$ cat src/rtl/arb_mux21_2b_if.sv
// Bus bundle for the two-source round-robin mux front end.
// The master drives the source words; the slave (the arbiter) returns the popped stream and flags.
interface arb_mux21_2b_if;
  logic [1:0] in0;
  logic       in0_valid;
  logic [1:0] in1;
  logic       in1_valid;
  logic [1:0] out_data;
  logic       out_valid;
  logic       out_sel;
  logic       in0_full;
  logic       in1_full;
  logic       in0_drop;
  logic       in1_drop;

  modport master (
    output in0, in0_valid, in1, in1_valid,
    input  out_data, out_valid, out_sel, in0_full, in1_full, in0_drop, in1_drop
  );

  modport slave (
    input  in0, in0_valid, in1, in1_valid,
    output out_data, out_valid, out_sel, in0_full, in1_full, in0_drop, in1_drop
  );
endinterface

$ cat src/rtl/arb_mux21_2b.sv
// Two-source round-robin front end for the 2-bit 2:1 mux: per-source FIFOs,
// a bounded-burst arbiter and registered data/valid/select outputs.
//
// state    | meaning
// S_IDLE   | both FIFOs were empty at the last decision; no pop
// S_GRANT0 | FIFO 0 pops one word per cycle
// S_GRANT1 | FIFO 1 pops one word per cycle
module arb_mux21_2b #(
  parameter int DEPTH = 4,
  parameter int BURST = 2
) (
  input  logic          clk,
  input  logic          reset,
  arb_mux21_2b_if.slave bus
);

  localparam int PW = (DEPTH > 1) ? $clog2(DEPTH) : 1;
  localparam int CW = DEPTH + 1;
  localparam int BW = (BURST > 1) ? $clog2(BURST) : 1;

  localparam logic [CW-1:0] FULL_CNT   = CW'(DEPTH);
  localparam logic [CW-1:0] ONE_CNT    = CW'(1);
  localparam logic [BW-1:0] BURST_LAST = BW'(BURST - 1);

  typedef enum logic [1:0] {
    S_IDLE   = 2'd0,
    S_GRANT0 = 2'd1,
    S_GRANT1 = 2'd2
  } state_t;

  state_t        state_q, state_d;
  logic          prio_q, prio_d;
  logic [BW-1:0] burst_q, burst_d;

  logic [1:0]    mem_q    [2][DEPTH];
  logic [PW-1:0] wr_ptr_q [2];
  logic [PW-1:0] rd_ptr_q [2];
  logic [CW-1:0] cnt_q    [2];
  logic [1:0]    drop_q;

  logic [1:0]    out_data_q;
  logic          out_valid_q;
  logic          out_sel_q;

  logic [1:0]    wvalid;
  logic [1:0]    wdata [2];
  logic [1:0]    full;
  logic [1:0]    nonempty;
  logic [1:0]    wr_en;
  logic [1:0]    pop;

  logic          gnt_src;
  logic          other_ne;
  logic          last_word;
  logic          burst_end;

  assign wvalid   = {bus.in1_valid, bus.in0_valid};
  assign wdata[0] = bus.in0;
  assign wdata[1] = bus.in1;

  always_comb begin
    for (int s = 0; s < 2; s++) begin
      full[s]     = (cnt_q[s] == FULL_CNT);
      nonempty[s] = (cnt_q[s] != '0);
      // A write into a full FIFO is lost even if the same edge pops it.
      wr_en[s]    = wvalid[s] & ~full[s];
    end
  end

  assign gnt_src   = (state_q == S_GRANT1);
  assign other_ne  = nonempty[~gnt_src];
  assign last_word = (cnt_q[gnt_src] == ONE_CNT);
  assign burst_end = (burst_q == BURST_LAST);

  always_ff @(posedge clk) begin
    for (int s = 0; s < 2; s++) begin
      if (wr_en[s]) begin
        mem_q[s][wr_ptr_q[s]] <= wdata[s];
      end
    end
  end

  always_ff @(posedge clk or negedge reset) begin
    if (!reset) begin
      for (int s = 0; s < 2; s++) begin
        wr_ptr_q[s] <= '0;
        rd_ptr_q[s] <= '0;
        cnt_q[s]    <= '0;
      end
      drop_q <= '0;
    end else begin
      for (int s = 0; s < 2; s++) begin
        if (wr_en[s]) begin
          wr_ptr_q[s] <= wr_ptr_q[s] + PW'(1);
        end
        if (pop[s]) begin
          rd_ptr_q[s] <= rd_ptr_q[s] + PW'(1);
        end
        cnt_q[s] <= cnt_q[s] + CW'(wr_en[s]) - CW'(pop[s]);
        if (wvalid[s] && full[s]) begin
          drop_q[s] <= 1'b1;
        end
      end
    end
  end

  always_ff @(posedge clk or negedge reset) begin
    if (!reset) begin
      state_q <= S_IDLE;
      prio_q  <= 1'b0;
      burst_q <= '0;
    end else begin
      state_q <= state_d;
      prio_q  <= prio_d;
      burst_q <= burst_d;
    end
  end

  always_comb begin
    state_d = state_q;
    prio_d  = prio_q;
    burst_d = burst_q;
    pop     = '0;
    unique case (state_q)
      S_IDLE: begin
        burst_d = '0;
        if (nonempty[0] && nonempty[1]) begin
          state_d = prio_q ? S_GRANT1 : S_GRANT0;
        end else if (nonempty[0]) begin
          state_d = S_GRANT0;
        end else if (nonempty[1]) begin
          state_d = S_GRANT1;
        end
      end
      S_GRANT0, S_GRANT1: begin
        pop[gnt_src] = 1'b1;
        prio_d       = ~gnt_src;
        if (other_ne && (last_word || burst_end)) begin
          state_d = gnt_src ? S_GRANT0 : S_GRANT1;
          burst_d = '0;
        end else if (last_word) begin
          // Exit even if this source is written on the same edge: one bubble.
          state_d = S_IDLE;
          burst_d = '0;
        end else if (burst_end) begin
          burst_d = '0;
        end else begin
          burst_d = burst_q + BW'(1);
        end
      end
      default: begin
        state_d = S_IDLE;
        burst_d = '0;
      end
    endcase
  end

  always_ff @(posedge clk or negedge reset) begin
    if (!reset) begin
      out_data_q  <= '0;
      out_valid_q <= 1'b0;
      out_sel_q   <= 1'b0;
    end else begin
      out_valid_q <= |pop;
      if (|pop) begin
        out_data_q <= mem_q[gnt_src][rd_ptr_q[gnt_src]];
        out_sel_q  <= gnt_src;
      end
    end
  end

  assign bus.out_data  = out_data_q;
  assign bus.out_valid = out_valid_q;
  assign bus.out_sel   = out_sel_q;
  assign bus.in0_full  = full[0];
  assign bus.in1_full  = full[1];
  assign bus.in0_drop  = drop_q[0];
  assign bus.in1_drop  = drop_q[1];

endmodule

$ cat src/flat_wrapper.sv
// flat-port wrapper written by rule: the top's interface ports become plain ports
module arb_mux21_2b_flat 
#(
  parameter int DEPTH = 4,
  parameter int BURST = 2
)
  (clk, reset, bus_in0, bus_in0_valid, bus_in1, bus_in1_valid, bus_out_data, bus_out_valid, bus_out_sel, bus_in0_full, bus_in1_full, bus_in0_drop, bus_in1_drop);
  arb_mux21_2b_if bus_i ();
  input  logic clk;
  input  logic reset;
  input wire logic [$bits(bus_i.in0)-1:0] bus_in0;
  input wire logic [$bits(bus_i.in0_valid)-1:0] bus_in0_valid;
  input wire logic [$bits(bus_i.in1)-1:0] bus_in1;
  input wire logic [$bits(bus_i.in1_valid)-1:0] bus_in1_valid;
  output wire logic [$bits(bus_i.out_data)-1:0] bus_out_data;
  output wire logic [$bits(bus_i.out_valid)-1:0] bus_out_valid;
  output wire logic [$bits(bus_i.out_sel)-1:0] bus_out_sel;
  output wire logic [$bits(bus_i.in0_full)-1:0] bus_in0_full;
  output wire logic [$bits(bus_i.in1_full)-1:0] bus_in1_full;
  output wire logic [$bits(bus_i.in0_drop)-1:0] bus_in0_drop;
  output wire logic [$bits(bus_i.in1_drop)-1:0] bus_in1_drop;
  assign bus_i.in0 = bus_in0;
  assign bus_i.in0_valid = bus_in0_valid;
  assign bus_i.in1 = bus_in1;
  assign bus_i.in1_valid = bus_in1_valid;
  assign bus_out_data = bus_i.out_data;
  assign bus_out_valid = bus_i.out_valid;
  assign bus_out_sel = bus_i.out_sel;
  assign bus_in0_full = bus_i.in0_full;
  assign bus_in1_full = bus_i.in1_full;
  assign bus_in0_drop = bus_i.in0_drop;
  assign bus_in1_drop = bus_i.in1_drop;
  arb_mux21_2b #(.DEPTH(DEPTH), .BURST(BURST)) u_core (.clk(clk), .reset(reset), .bus(bus_i));
endmodule
$ cat config.mk
export PLATFORM = sky130hd
export DESIGN_NAME = arb_mux21_2b_flat
export DESIGN_NICKNAME = d
export VERILOG_FILES = /design/src/rtl/arb_mux21_2b_if.sv /design/src/rtl/arb_mux21_2b.sv /design/src/flat_wrapper.sv
export SDC_FILE = /design/constraint.sdc
export NUM_CORES = 1
export LEC_CHECK = 0
export BUFFER_PORTS_ARGS = -buffer_cell sky130_fd_sc_hd__buf_2
export CELL_PAD_IN_SITES_DETAIL_PLACEMENT = 0
export CELL_PAD_IN_SITES_GLOBAL_PLACEMENT = 2
export CORE_UTILIZATION = 40
export CTS_BUF_LIST = sky130_fd_sc_hd__clkbuf_2 sky130_fd_sc_hd__clkbuf_4 sky130_fd_sc_hd__clkbuf_8
export DETAILED_ROUTE_END_ITERATION = 8
export HOLD_SLACK_MARGIN = 0.08
export PLACE_DENSITY_LB_ADDON = 0.1
export SYNTH_ARGS = -nofsm -noshare
export SYNTH_HDL_FRONTEND = slang
export SYNTH_SLANG_ARGS = --single-unit
$ cat constraint.sdc
create_clock -name clk -period 2.9 [get_ports clk]
set_clock_uncertainty 0.15 [all_clocks]
set_input_delay 0.29 -clock clk [delete_from_list [all_inputs] [get_ports clk]]
set_output_delay 0.29 -clock clk [all_outputs]
set_load 0.01 [all_outputs]
* Word-level counts from Yosys, hierarchy flattened
Memory sizes are Yosys's and may differ from the RTL's. Index checks and enable logic that the tools add are counted.
Storage, ports and cells: bits in registers 28, RAM bits 16, bits of input ports 8, logic and storage cells 97, memories 1
Memories:
- u_core.mem_q | words 2, bits a word 8, read ports 1, clocked after memory_dff 0, wr ports 2, line arb_mux21_2b.sv:35 | logic [1:0] mem_q [2][DEPTH];
Operators by class: add/subtract/negate cells 9, order comparisons 9, eq/ne operators 7, multiplexer cells 34, bitwise logic cells 9, reduce and logical (&&, ||, !) cells 14
Operators with widths (number):
- 2-to-1 mux 2 bit | 15
- 2-to-1 mux 8 bit | 2
- 2-to-1 mux 5 bit | 3
- adder 5 x 1 -> 5 bit | 2
- == test 5 x 3 -> 1 bit (second input constant) | 2
- nonzero test 5 bit | 2
- subtractor 5 x 1 -> 5 bit | 2
- >= comparator 3 bit (second input constant) | 3
- 2-to-1 mux 1 bit | 9
- inverter 2 -> 3 bit | 3
- adder 2 x 1 -> 2 bit (second input constant) | 4
- demux 2 bit (select 2 bit) | 2
- logical AND 1 bit | 7
- < comparator 3 x 1 -> 1 bit (second input constant) | 2
- == test 5 x 1 -> 1 bit (second input constant) | 1
- binary-select mux 2 bit (select 2 bit) | 1
- < comparator 1 x 2 -> 1 bit (second input constant) | 2
- != test 4 x 1 -> 1 bit (second input constant) | 1
- case mux 2 bit (2 select lines) | 1
- OR reduction 2 bit | 2
- != test 3 x 1 -> 1 bit (second input constant) | 1
- inverter 1 bit | 3
- bitwise AND 1 bit | 2
- == test 2 x 1 -> 1 bit (second input constant) | 1
- other kinds (9) | 9

* Logic depth before layout (Yosys ltp)
depth after elaboration 10, depth in mapped cells 13, gate-level depth less buffers 12

* Worst setup path after synthesis
OpenSTA, ideal clock, no wires.
kind register to register, start point register u_core.cnt_q[8] in the netlist's numbering, end point register u_core.cnt_q[9] in the netlist's numbering, setup time 80 ps, data arrival time 2359 ps, data required time 2670 ps, setup slack 311 ps, stages on the path, launching flop included 14, clock period less this slack 2589 ps, path through dfrtp_1 > inv_1 > ha_1 > nor4b_1 > nor2b_1 > clkbuf_1 > ha_1 > inv_1 > fa_1 > inv_1 > a21oi_1 > nor2_1 > nor2_1 > xnor2_1
On the way: word-level cells in the longest chain between the ends 5
Ends and longest elaborated chain:
- start: declaration | line arb_mux21_2b.sv:38 | logic [CW-1:0] cnt_q [2];
- start signal: indexed assignment | line arb_mux21_2b.sv:99 | cnt_q[s] <= cnt_q[s] + CW'(wr_en[s]) - CW'(pop[s]);
- == test 5 x 3 -> 1 bit | line arb_mux21_2b.sv:63 | full[s] = (cnt_q[s] == FULL_CNT);
- net bus_in0_full | line flat_wrapper.sv:18 | output wire logic [$bits(bus_i.in0_full)-1:0] bus_in0_full;
- inverter 1 bit | line arb_mux21_2b.sv:66 | wr_en[s] = wvalid[s] & ~full[s];
- bitwise AND 1 bit | line arb_mux21_2b.sv:66
- net u_core.wr_en[0] | line arb_mux21_2b.sv:49 | logic [1:0] wr_en;
- adder 5 x 1 -> 5 bit | line arb_mux21_2b.sv:99
- subtractor 5 x 1 -> 5 bit | line arb_mux21_2b.sv:99
The timed path passes the listed nets, and every way through them passes these cells. A chain may end at the register's enable or synchronous reset.

* Worst setup path in the final report
start point register u_core.cnt_q[8] in the netlist's numbering, end point register u_core.cnt_q[9] in the netlist's numbering
On the way: word-level cells in the longest chain between the ends 5
Ends and longest elaborated chain (line):
- == test 5 x 3 -> 1 bit | arb_mux21_2b.sv:63
- inverter 1 bit | arb_mux21_2b.sv:66
- bitwise AND 1 bit | arb_mux21_2b.sv:66
- adder 5 x 1 -> 5 bit (*) | arb_mux21_2b.sv:99
- subtractor 5 x 1 -> 5 bit (*) | arb_mux21_2b.sv:99
Every way passes the cells marked *; elsewhere a longest branch is shown, timed or not.

==> metrics.log <==
[metrics] Synthesis Warnings: 0
[metrics] dpl cell area: roughly 2500 sq um
[metrics] chip height: ~80 um
[metrics] Synth Cell Area: approximately 2300 sq um
[metrics] CP Launch Type: flop
[metrics] number of hold-slack violations in the final timing report: 0
[metrics] Top Usage Layer GRT: met2
[metrics] CTS sink cnt: 44
[metrics] Max-Slew Margin vs Limit: 0.566
[metrics] synthesized-area fraction occupied by xor and xnor cells: 0.0523
[metrics] starting density of the core: 0.421
[metrics] fmax: 0.403 GHz
[metrics] via count of the first global-routing pass: 1458
[metrics] source-to-sink clock delay at the later pin of the worst-skew pair: approximately 0.3 ns
[metrics] largest net degree at the start of global routing: 29
[metrics] Fillers: ~530
[metrics] RSZ-0062 raised after global routing: false
[metrics] leakage component of the power: between 1 and 1.5 nW
[metrics] Pins Over Slew Limit: 0
[metrics] Synthesized Nets: approximately 220
[metrics] CP Data Arrival Time: 2.52 ns
[metrics] Main synth FF type: sky130_fd_sc_hd__dfrtp_1
[metrics] run status: completed
[metrics] number of vias per cell after detailed routing: 4.77
[metrics] global placement routability congestion: between 0.8 and 0.9
[metrics] global-route wire length before repair: 6.77 mm
[metrics] part of the Yosys area used for sequential elements: 0.504
[metrics] worst reg2reg startpoint: u_core.cnt_q[8]$_DFF_PN0_
[metrics] clock tree from TritonCTS: built
[metrics] remaining global-route overflow: 0
[metrics] number of buffers created by CTS: 5
[metrics] multi-input combinational cell area: 1050 sq um
[metrics] global-route met1 utilization: 0.173
[metrics] fraction of the core area covered by cells at the end of the flow: 0.483
[metrics] Post-synth EDFFs: 16
[metrics] die footprint: 6170 sq um
[metrics] setup_tns: 0 ns
[metrics] first drt pass iteration count: 4
[metrics] Syn Area/Cell: 12.5 sq um
[metrics] Worst Max-Slew Pin Slew: 0.651 ns
[metrics] nets@finish: ~250
[metrics] CP max FO: 8
[metrics] Hold WC Path Type: reg2reg
[metrics] overall routed net length: roughly 3.9 mm
[metrics] Pwr Density: 1120 nW/um^2
[metrics] combined flip-flop and latch cell area: 1180 sq um
[metrics] buffer depth of the longest clock path: 2
[metrics] remaining antenna violation count: 0
[metrics] HPWL after detailed placement: 2.96 mm
[metrics] Post-Synth Adder-Cell Area: 0.150
[metrics] row count: 27
[metrics] Slowest cell on crit path: sky130_fd_sc_hd__dfrtp_1
[metrics] total buffers and inverters traversed by the critical path: 3
[metrics] Synth Instances: 188
[metrics] CP delay by family, top: adder cells
[metrics] H-Tree Depth: 2
[metrics] multiplexer fraction of the synthesized cell area: 0.0838
[metrics] series of cell instances along the critical path: inv_1 > ha_1 > nor4b_2 > nor2b_2 > ha_1 > inv_1 > fa_1 > inv_1 > a21oi_1 > nor2_1 > nor2_1 > xnor2_1
[metrics] Root Buffer: sky130_fd_sc_hd__clkbuf_8
[metrics] Core Box Area: 5570 sq um
[metrics] Synth Area in Compound Gates: 0.0603
[metrics] path type of the worst setup path: reg2reg
[metrics] violation count after the first detailed-route iteration: 49
[metrics] Critical Path Sink Type: flop
[metrics] Ports: 16
[metrics] FF+latch count, synth: between 40 and 50
[metrics] WP data required: 2.93 ns
[metrics] post-layout min period: ~2.5 ns
[metrics] post-route cell area: 2690 sq um
[metrics] proportion of layout cells with a drive suffix above 1: 0.172
[metrics] via count: roughly 1400
[metrics] CP max stage delay: 0.42 ns
[metrics] Netlist cell types: 33
[metrics] setup bufs post-CTS: 0
[metrics] worst vdd ir: slightly below 0.4 mV
[metrics] wire length per cell: between 10 and 15 um
[metrics] worst slack on hold paths: 0.306 ns
[metrics] Antenna Diode Count: 0
[metrics] Tcrit/Tclk final: 0.856
[metrics] timing startpoint of the critical path: u_core.cnt_q[8]$_DFF_PN0_
[metrics] dominant combinational cell family by area after synthesis: adder cells
[metrics] fraction of registers with async set or reset after synthesis: 0.636
[metrics] final setup fails: 0
[metrics] GR met3 Demand/Resource: 0.0384
[metrics] Power, Total: between 3 and 4 mW
[metrics] synthesized-area fraction occupied by and/or/nand/nor cells: 0.0955
[metrics] number of port buffers: 15
[metrics] cell mode on critical path: sky130_fd_sc_hd__inv_1
[metrics] area overhead of the layout relative to synthesis: 14.7%
[metrics] width of the die: 78.6 um
[metrics] clock edge transition at the registers on the reported setup and hold paths: 0.09 ns
[metrics] total routing resource utilization after global routing: 0.147
[metrics] total of max-cap violations: 0
[metrics] Residual DRC: 0
[metrics] met2 Track Usage GR: 0.260
[metrics] Worst Hold Launch: u_core.drop_q[0]$_DFFE_PN0P_
[metrics] antenna violations before repair: 0
[synth_stat cells, types with 2 or more instances]
cell                       count  area [sq um]
sky130_fd_sc_hd__inv_1        26          97.6
sky130_fd_sc_hd__a21o_1        4          30.0
sky130_fd_sc_hd__buf_2         2          10.0
sky130_fd_sc_hd__edfxtp_1     16           480
sky130_fd_sc_hd__mux4_2        4          90.1
sky130_fd_sc_hd__mux2i_1       5          50.1
sky130_fd_sc_hd__nand2_1       8          30.0
sky130_fd_sc_hd__ha_1         25           313
sky130_fd_sc_hd__o21ai_0       4          20.0
sky130_fd_sc_hd__mux2_1        2          22.5
sky130_fd_sc_hd__xnor2_1      10          87.6
sky130_fd_sc_hd__dfrtp_1      28           701
sky130_fd_sc_hd__and2_1        9          56.3
sky130_fd_sc_hd__fa_1          2          40.0
sky130_fd_sc_hd__o21ai_1       2          10.0
sky130_fd_sc_hd__nor4b_2       3          45.0
sky130_fd_sc_hd__a21oi_1      11          55.1
sky130_fd_sc_hd__xor2_1        4          35.0
sky130_fd_sc_hd__nor2_1        7          26.3
sky130_fd_sc_hd__nor2b_1       2          12.5
sky130_fd_sc_hd__clkbuf_1      2          7.51
[area by class of cell]
type / instances / area share
multi-input combinational: 113 / 0.389
clock buffer: 5 / 0.0256
sequential: 44 / 0.439
timing repair buffer: 24 / 0.0595
inverter: 26 / 0.0363
clock inverter: 3 / 0.0172
tap: 72 / 0.0335
[path summary, 6_finish.rpt]
kind | end | slack, ns | cells after the start
max | u_core.cnt_q[9]$_DFF_PN0_ | 0.42 | 12
min | u_core.drop_q[0]$_DFFE_PN0P_ | 0.31 | 1
max reg2reg | u_core.cnt_q[9]$_DFF_PN0_ | 0.42 | 12
min reg2reg | u_core.drop_q[0]$_DFFE_PN0P_ | 0.31 | 1
max in group asynchronous | u_core.bus.out_data[1]$_DFFE_PN0P_ | 1.78 | 2
min in group asynchronous | u_core.state_q[0]$_DFFE_PN0P_ | 0.40 | 2
[per-stage QoR]
stage / setup slack, ns / std cells
global route: 0.181 / 287
floorplan: 0.311 / 188
CTS: 0.210 / 287
finish: 0.416 / 287
detailed placement: 0.241 / 272
global placement: 0.338 / 272
[cells in the final DEF, fill, tap and decap left out, types with 4 or more instances in the layout]
cell,n
sky130_fd_sc_hd__mux4_2,4
sky130_fd_sc_hd__xor2_1,4
sky130_fd_sc_hd__dfrtp_1,28
sky130_fd_sc_hd__clkbuf_8,5
sky130_fd_sc_hd__inv_1,26
sky130_fd_sc_hd__nand2_1,8
sky130_fd_sc_hd__and2_1,9
sky130_fd_sc_hd__dlygate4sd3_1,7
sky130_fd_sc_hd__edfxtp_1,16
sky130_fd_sc_hd__ha_1,25
sky130_fd_sc_hd__mux2i_1,5
sky130_fd_sc_hd__nor4b_2,4
sky130_fd_sc_hd__o21ai_0,4
sky130_fd_sc_hd__a21o_1,4
sky130_fd_sc_hd__a21oi_1,11
sky130_fd_sc_hd__buf_2,15
sky130_fd_sc_hd__xnor2_1,10
sky130_fd_sc_hd__nor2_1,7
[metal layers]
layer	wire length, um	vias to the layer above
li1	-	678
met1	1710	671
met2	2090	15
met3	100	5
met4	45	0
met5	0	-
[sequential cells by signal (all words and copies together), names as in the netlist]
| signal | count |
|---|---|
| u_core.wr_ptr_q | 4 |
| u_core.mem_q | 16 |
| u_core.burst_end | 1 |
| u_core.state_q | 2 |
| u_core.bus.out_sel | 1 |
| u_core.bus.out_valid | 1 |
| u_core.prio_q | 1 |
| u_core.bus.out_data | 2 |
| u_core.cnt_q | 10 |
| u_core.drop_q | 2 |
| u_core.rd_ptr_q | 4 |
[report_power, final]
part / total (mW) / switching [mW] / leakage, nW / internal [mW]
Clock: 0.478 / 0.219 / 0.0548 / 0.260
Combinational: 1.40 / 0.705 / 0.673 / 0.700
Sequential: 1.13 / 0.217 / 0.476 / 0.913
[worst reg2reg max path: cells and delay by family (launching register included)]
family / cells / cell delay [ns]
xor+xnor: 1 / 0.11
simple gates: 4 / 0.61
fa+ha+maj: 3 / 0.82
flops: 1 / 0.42
buf+inv: 3 / 0.20
compound gates: 1 / 0.06
[kinds of logic after synthesis]
group | after synthesis
adder cells (fa/ha/maj) | 27
buffers and inverters | 31
AND/OR/NAND/NOR | 35
flip-flops | 44
multiplexers | 13
AO/OA/AOI/OAI | 24
XOR/XNOR | 14
[repair_timing]
| action | 4_1_cts | 5_1_grt |
|---|---|---|
| endpoints found under the setup margin | 0 | 1 |
| hold buffers | 7 | 0 |
| endpoints found under the hold margin | 46 | 0 |
| gates resized for setup | 0 | 2 |
No activity file was read; power rests on OpenSTA's default activity.
